$ cat config.mk
export PLATFORM = sky130hd
export DESIGN_NAME = pipe_hazard_ctrl
export DESIGN_NICKNAME = d
export VERILOG_FILES = /design/src/rtl/pipe_hazard_ctrl.sv
export SDC_FILE = /design/constraint.sdc
export NUM_CORES = 1
export LEC_CHECK = 0
export ABC_AREA = 1
export BUFFER_PORTS_ARGS = -buffer_cell sky130_fd_sc_hd__buf_2
export CAP_MARGIN = 40
export CORE_MARGIN = 2
export CORE_UTILIZATION = 50
export CTS_CLUSTER_DIAMETER = 100
export CTS_CLUSTER_SIZE = 20
export DETAILED_ROUTE_END_ITERATION = 7
export PLACE_DENSITY_LB_ADDON = 0.15
export RECOVER_POWER = 100
export SYNTH_ARGS = -nofsm -noshare
export SYNTH_HDL_FRONTEND = slang
export SYNTH_SLANG_ARGS = --single-unit
$ cat constraint.sdc
create_clock -name clk -period 4.4 [get_ports clk]
set_input_delay 0.22 -clock clk [delete_from_list [all_inputs] [get_ports clk]]
set_output_delay 0.22 -clock clk [all_outputs]
set_load 0.005 [all_outputs]
$ cat src/rtl/pipe_hazard_ctrl.sv
// pipe_hazard_ctrl
//   Hazard and sequencing controller for the 5-stage 16-bit pipeline
//   (IF/ID/EX/MEM/WB). It takes register-use information decoded in ID and
//   status from EX/MEM. It produces per-stage stall/flush/redirect controls
//   and runs a halt-drain sequence once HLT leaves ID. A saturating counter
//   of stalled cycles is kept for performance debug.
//
// Parameters
//   DRAIN_CYC  non-frozen cycles after HLT leaves ID before halted asserts
//   CNT_W      width of stall_cnt
//
// Ports
//   clk, rst                 clock; asynchronous active-high reset
//   id_rdEn1/2, id_rdReg1/2  source-register use of the instruction in ID
//   id_hlt                   ID holds HLT
//   ex_memRd                 EX holds a load
//   ex_wrRegEn, ex_wrReg     EX destination register write
//   ex_redirect              EX resolved a taken branch/jump
//   mem_busy                 data memory not ready; the whole pipe holds
//   stall_*                  per-stage hold controls (combinational)
//   flush_ifid, flush_idex   NOP insertion controls (combinational)
//   pc_redirect              PC loads the EX target this cycle (combinational)
//   halted                   pipeline drained after HLT; sticky until reset
//   stall_cnt                cycles with stall_pc=1 outside HALT, saturating
module pipe_hazard_ctrl #(
  parameter int unsigned DRAIN_CYC = 3,
  parameter int unsigned CNT_W     = 16
) (
  input  logic             clk,
  input  logic             rst,
  input  logic             id_rdEn1,
  input  logic             id_rdEn2,
  input  logic [3:0]       id_rdReg1,
  input  logic [3:0]       id_rdReg2,
  input  logic             id_hlt,
  input  logic             ex_memRd,
  input  logic             ex_wrRegEn,
  input  logic [3:0]       ex_wrReg,
  input  logic             ex_redirect,
  input  logic             mem_busy,
  output logic             stall_pc,
  output logic             stall_ifid,
  output logic             stall_idex,
  output logic             stall_exmem,
  output logic             flush_ifid,
  output logic             flush_idex,
  output logic             pc_redirect,
  output logic             halted,
  output logic [CNT_W-1:0] stall_cnt
);

  localparam int unsigned DRAIN_W   = (DRAIN_CYC > 1) ? $clog2(DRAIN_CYC) : 1;
  localparam int unsigned DRAIN_MAX = (DRAIN_CYC > 0) ? DRAIN_CYC - 1 : 0;

  typedef enum logic [1:0] {
    S_RUN   = 2'd0,
    S_DRAIN = 2'd1,
    S_HALT  = 2'd2
  } state_e;

  state_e               state_q, state_d;
  logic [DRAIN_W-1:0]   drain_cnt_q, drain_cnt_d;
  logic [CNT_W-1:0]     stall_cnt_q, stall_cnt_d;

  // Load-use hazard: a load in EX writes a register the ID instruction reads.
  // R0 is hard-wired, so it never creates a dependency.
  logic ex_load_dst;
  logic src1_hit;
  logic src2_hit;
  logic load_use;

  assign ex_load_dst = ex_memRd & ex_wrRegEn & (ex_wrReg != 4'd0);
  assign src1_hit    = id_rdEn1 & (id_rdReg1 == ex_wrReg);
  assign src2_hit    = id_rdEn2 & (id_rdReg2 == ex_wrReg);
  assign load_use    = ex_load_dst & (src1_hit | src2_hit);

  // State and counter registers.
  always_ff @(posedge clk or posedge rst) begin
    if (rst) begin
      state_q     <= S_RUN;
      drain_cnt_q <= '0;
      stall_cnt_q <= '0;
    end else begin
      state_q     <= state_d;
      drain_cnt_q <= drain_cnt_d;
      stall_cnt_q <= stall_cnt_d;
    end
  end

  // Next-state and control outputs, resolved in priority order.
  always_comb begin
    state_d     = state_q;
    drain_cnt_d = drain_cnt_q;
    stall_pc    = 1'b0;
    stall_ifid  = 1'b0;
    stall_idex  = 1'b0;
    stall_exmem = 1'b0;
    flush_ifid  = 1'b0;
    flush_idex  = 1'b0;
    pc_redirect = 1'b0;

    if (!rst) begin
      if (state_q == S_HALT) begin
        // Frozen until reset.
        stall_pc    = 1'b1;
        stall_ifid  = 1'b1;
        stall_idex  = 1'b1;
        stall_exmem = 1'b1;
      end else if (mem_busy) begin
        // Whole pipe holds; drain progress is suspended too.
        stall_pc    = 1'b1;
        stall_ifid  = 1'b1;
        stall_idex  = 1'b1;
        stall_exmem = 1'b1;
      end else if (ex_redirect) begin
        // Younger instructions are wrong-path, including any HLT being drained.
        pc_redirect = 1'b1;
        flush_ifid  = 1'b1;
        flush_idex  = 1'b1;
        if (state_q == S_DRAIN) begin
          state_d     = S_RUN;
          drain_cnt_d = '0;
        end
      end else if (load_use) begin
        // Hold the consumer in ID and send one bubble into EX.
        stall_pc   = 1'b1;
        stall_ifid = 1'b1;
        flush_idex = 1'b1;
      end else if ((state_q == S_RUN) && id_hlt) begin
        // HLT moves on to EX; nothing behind it is fetched.
        stall_pc    = 1'b1;
        flush_ifid  = 1'b1;
        state_d     = S_DRAIN;
        drain_cnt_d = '0;
      end else if (state_q == S_DRAIN) begin
        stall_pc   = 1'b1;
        flush_ifid = 1'b1;
        if (drain_cnt_q == DRAIN_W'(DRAIN_MAX)) begin
          state_d = S_HALT;
        end else begin
          drain_cnt_d = drain_cnt_q + DRAIN_W'(1);
        end
      end
    end
  end

  // Performance counter: stalled cycles before halt, saturating at all-ones.
  always_comb begin
    stall_cnt_d = stall_cnt_q;
    if (stall_pc && (state_q != S_HALT) && (stall_cnt_q != {CNT_W{1'b1}})) begin
      stall_cnt_d = stall_cnt_q + CNT_W'(1);
    end
  end

  assign halted    = (state_q == S_HALT);
  assign stall_cnt = stall_cnt_q;

endmodule

Word level (Yosys, flattened, before mapping). Cells that the tools add are included.

Register bits: 20. Output and inout bits: 24. RAM bits: 0. Bits in latches: 0. Logic and storage cells: 72. Bits in read-only memories: 0. Memories: 0. Input port bits: 21.

Divide/modulo/power cells: 0. Mux-type cells: 39. Reduce and logical (&&, ||, !) cells: 9. Order comparisons: 0. Equal/unequal tests: 10. Shift operators: 0. Bitwise gates (word level): 9. Add/sub/neg operators: 2. Multiply operators: 0.

Operator list (number): $mux 1 (28); $mux 2 (11); $add 16x1->16 const B (1); $ne 16x16->1 const B (1); $reduce_and 7->1 (2); $eq 4x4->1 (2); $and 1x1->1 (5); $eq 2x2->1 const B (2); $ne 2x2->1 const B (2); $reduce_bool 4->1 (1); $logic_and 1x1->1 (3); $ne 3x3->1 const B (1); $not 1->1 (3); $reduce_bool 3->1 (1); $add 2x1->2 const B (1); $eq 2x1->1 const B (1); $logic_not 2->1 (1); $ne 2x1->1 const B (1); $reduce_bool 2->1 (1); $or 1x1->1 (1).

Logic depth before layout (Yosys ltp).
Depth in word-level cells: 11. Depth in mapped cells: 12. Mapped depth without buffers: 11.

Least setup slack after synthesis. Ideal clock, no wire load.

Kind: register to register. Start point: reg stall_cnt_q[0], in the netlist stall_cnt[0]. End point: reg stall_cnt_q[10], in the netlist stall_cnt[10]. Setup slack: 2.736 ns. Period minus slack after synthesis: 1.664 ns. Path buffers: 1. Stages on the path, launching flop included: 10. Arrival: 1.547 ns. Library setup time: 0.117 ns. Required time: 4.283 ns. Cells stage by stage: dfrtp_1 > ha_1 > nand3_1 > nor2_4 > nand3_1 > nor2_2 > a31oi_4 > buf_2 > nand3_1 > nand2_1.

Word-level cells in the longest chain between the ends: 2. Elaborated cells between the ends (all ways): 3. Classes of those cells: add/sub (1); eq/ne (1); reduce/logical (1).

RTL lines: start: declaration (RTL line 63) `logic [CNT_W-1:0] stall_cnt_q, stall_cnt_d;`; start signal: assignment (RTL line 86) `stall_cnt_q <= stall_cnt_d;`; branches (longest 2 deep; another with $add 16x1->16).

Parallel ways; which one is timed is not known. A chain may end at the register's enable or synchronous reset.

Worst setup path after layout.
Start point: reg stall_cnt_q[0], in the netlist stall_cnt[0]. End point: reg stall_cnt_q[7], in the netlist stall_cnt[7].

The elaborated chain is that of the path after synthesis.

==> flow_summary.ini <==
[cells_and_area]
final_nets = 274
regArea_um2 = 500
fin_util_pct = 61.3
drive_above_1_share_pct = 21.6
multiInputGateArea_um2 = 781
fillers = 294
diodes = 0
synthToLayoutAreaGrowth_pct = 16.8

[synthesis]
synth_nets = 230
yosys-top-cells-area = dfrtp_1 35%, nand2_1 17%, nand3_1 10%
synth_cells = 207
yosys_warnings = 0
yosys.cell_count.top_type = nand2_1
synth-edff-count = 0
synth_area_mm2 = 0.00144
synthDistinctLibCells = 28
ys_async_sr_fraction_pct = 100
ys_seq_area_share_pct = 34.9
synth_common_cells = 66 x nand2_1, 30 x nand3_1, 20 x dfrtp_1, 20 x nor2_1, 18 x inv_1
synth_seq_cells = 20
post_synth.cell_area_avg_um2 = 6.93
yosysTopAreaCell = dfrtp_1
yosysTopAreaCellShare_pct = 34.9
synth_ff_type = dfrtp_1

[placed_design]
place_congestion = 0.826
preCtsSetupSlack_ns = 2.51
portBuffers = 44
dp_hpwl_mm = 2.23

[detailed_routing]
wirelength_mm = 2.97
avgViaCountPerCell = 5.01
wl_per_cell_um = 10.6
dr.first_iter.drc_count = 75
vias = 1407
drc = 0
first_pass_iters = 4
ant_nets = 0

[timing]
drv_slew = 0
fin_skew_ns = 0.00638
fmax_mhz = 378
hold_viol = 0
fin_ws_ns = 1.75
rsz0062_at_grt = no
fin_hold_ws_ns = 0.0390
fin_crit_sh_pct = 60.1
max_slew.worst_pin.slew_ns = 1.47
setup-tns-final_ns = 0
setup_viol = 0
min_period_ns = 2.65
maxSlewHeadroom_pct = 1.23

[clocking]
clock_sinks = 20
cts_inserted_buffers = 3
h-tree-depth = 1
cts_setup_buffers = 0
cts.reportedPaths.clkPinSlew_ns = 0.12
cts_tree = done
clock_latency_ns = 0.31
cts_max_path_buffers = 2
cts-hold-fix-buffers = 0
postCtsResizedCells = 0
root_buffer = clkbuf_4

[power_and_ir_drop]
p_comb_share_pct = 9.5
power.density_mw_per_mm2 = 221
switching_share_pct = 21.6
p_switching_uw = 79.9
leakage_nw = 0.959
clockPowerShare_pct = 40.7
vdd_drop_max_v = 0.000222
pwr-share-seq_pct = 49.7
p_int_uw = 291
p_total_uw = 370

[die]
io_pins = 45
start_util_pct = 52.5
core-area_mm2 = 0.00273
die_x_um = 57.6
die_h_um = 57.6
die_area_mm2 = 0.00331
num_rows = 19

[run]
maxCapViolCount = 1

[worst_setup_path]
required_ns = 4.60
critical_path.top_delay_family = compound AO/OA/AOI/OAI gates
cp-end-kind = flip-flop
critPathLaunchType = flip-flop
worstSetupPathType = reg -> reg
crit_chain = ha_1 -> nand3_1 -> nor2_1 -> nand3_1 -> nor2_2 -> a31oi_1 -> nand2_4 -> nand2_1 -> nand2_1
critPathMaxStageDelay_ns = 1.01
arrival_ns = 2.85
cp.buffers_inverters = 0
path_max_fanout = 17
cp_slowest_cell = a31oi_1

[outcome]
violations = max-capacitance violations
status = finished with violations

[global_route]
grt_usage_pct = 19.7
grt_antenna_before_repair = 0
grt_pass1_wl_mm = 5.18
grt-ovfl-total = 0
grt_pass1_vias = 1281
grt_max_degree = 22

[worst_hold_path]
hold_path.class = in -> async
-- power groups by stage --
stage | sequential [mW] | combinational [mW] | clock [mW]
floorplan | 0.188 | 0.0207 | 0
global placement | 0.188 | 0.0360 | 0
detailed placement | 0.188 | 0.0365 | 0
CTS | 0.184 | 0.0367 | 0.154
global route | 0.184 | 0.0417 | 0.162
finish | 0.184 | 0.0353 | 0.151
-- layout by cell type (no fill, tap or decap), drive strengths merged --
cell	n
a21oi	3
a31oi	2
and3	1
buf	37
bufinv	1
clkbuf	10
clkinv	1
dfrtp	20
ha	2
inv	23
nand2	68
nand3	31
nand4	3
nor2	24
nor3	1
o21ai	5
or2	2
xnor2	10
xor2	6
-- through the flow --
stage,cells,cell area (um2)
6_report,281,1680
5_1_grt,281,1680
4_1_cts,281,1710
3_5_place_dp,277,1660
3_3_place_gp,277,1660
2_1_floorplan,207,1440
-- state kept, by name, indices dropped and copies added, names as in the netlist --
signal,cells
state_q,2
stall_cnt,16
drain_cnt_q,2
-- worst paths after layout --
path,startpoint,end,slack [ns],cells past startpoint
min in group clk,ex_redirect,drain_cnt_q[0],0.25,4
setup / recovery,stall_cnt[0],stall_cnt[7],1.75,9
hold / removal,rst,stall_cnt[14],0.04,2
max in group asynchronous,rst,stall_cnt[13],3.88,2
setup reg to reg,stall_cnt[0],stall_cnt[7],1.75,9
hold reg to reg,state_q[1],state_q[1],0.50,2
-- kinds of logic after synthesis --
kind of cell             Yosys count  synth area share (%)
AO/OA/AOI/OAI                     10                  4.71
XOR/XNOR                          16                  9.76
adder cells (fa/ha/maj)            2                  1.74
buffers and inverters             29                  8.63
flip-flops                        20                  34.9
AND/OR/NAND/NOR                  130                  40.3
-- final cells by class --
type                            count  area share (%)
Multi-Input combinational cell    158            46.6
Sequential cell                    20            29.9
Timing Repair Buffer               44            12.8
Inverter                           24            5.37
Tap cell                           31            2.31
Clock inverter                      1            1.79
Clock buffer                        3            1.34
-- metal layers --
layer | GRT usage (%) | part of all wire [%] | wire length (um) | vias up
li1 | - | - | - | 739
met1 | 25.0 | 47 | 1390 | 615
met2 | 33.1 | 46 | 1350 | 46
met3 | 3.63 | 6.0 | 179 | 7
met4 | 7.31 | 1.7 | 49 | 0
met5 | 0 | 0 | 0 | -
No activity file was read; power rests on OpenSTA's default activity.
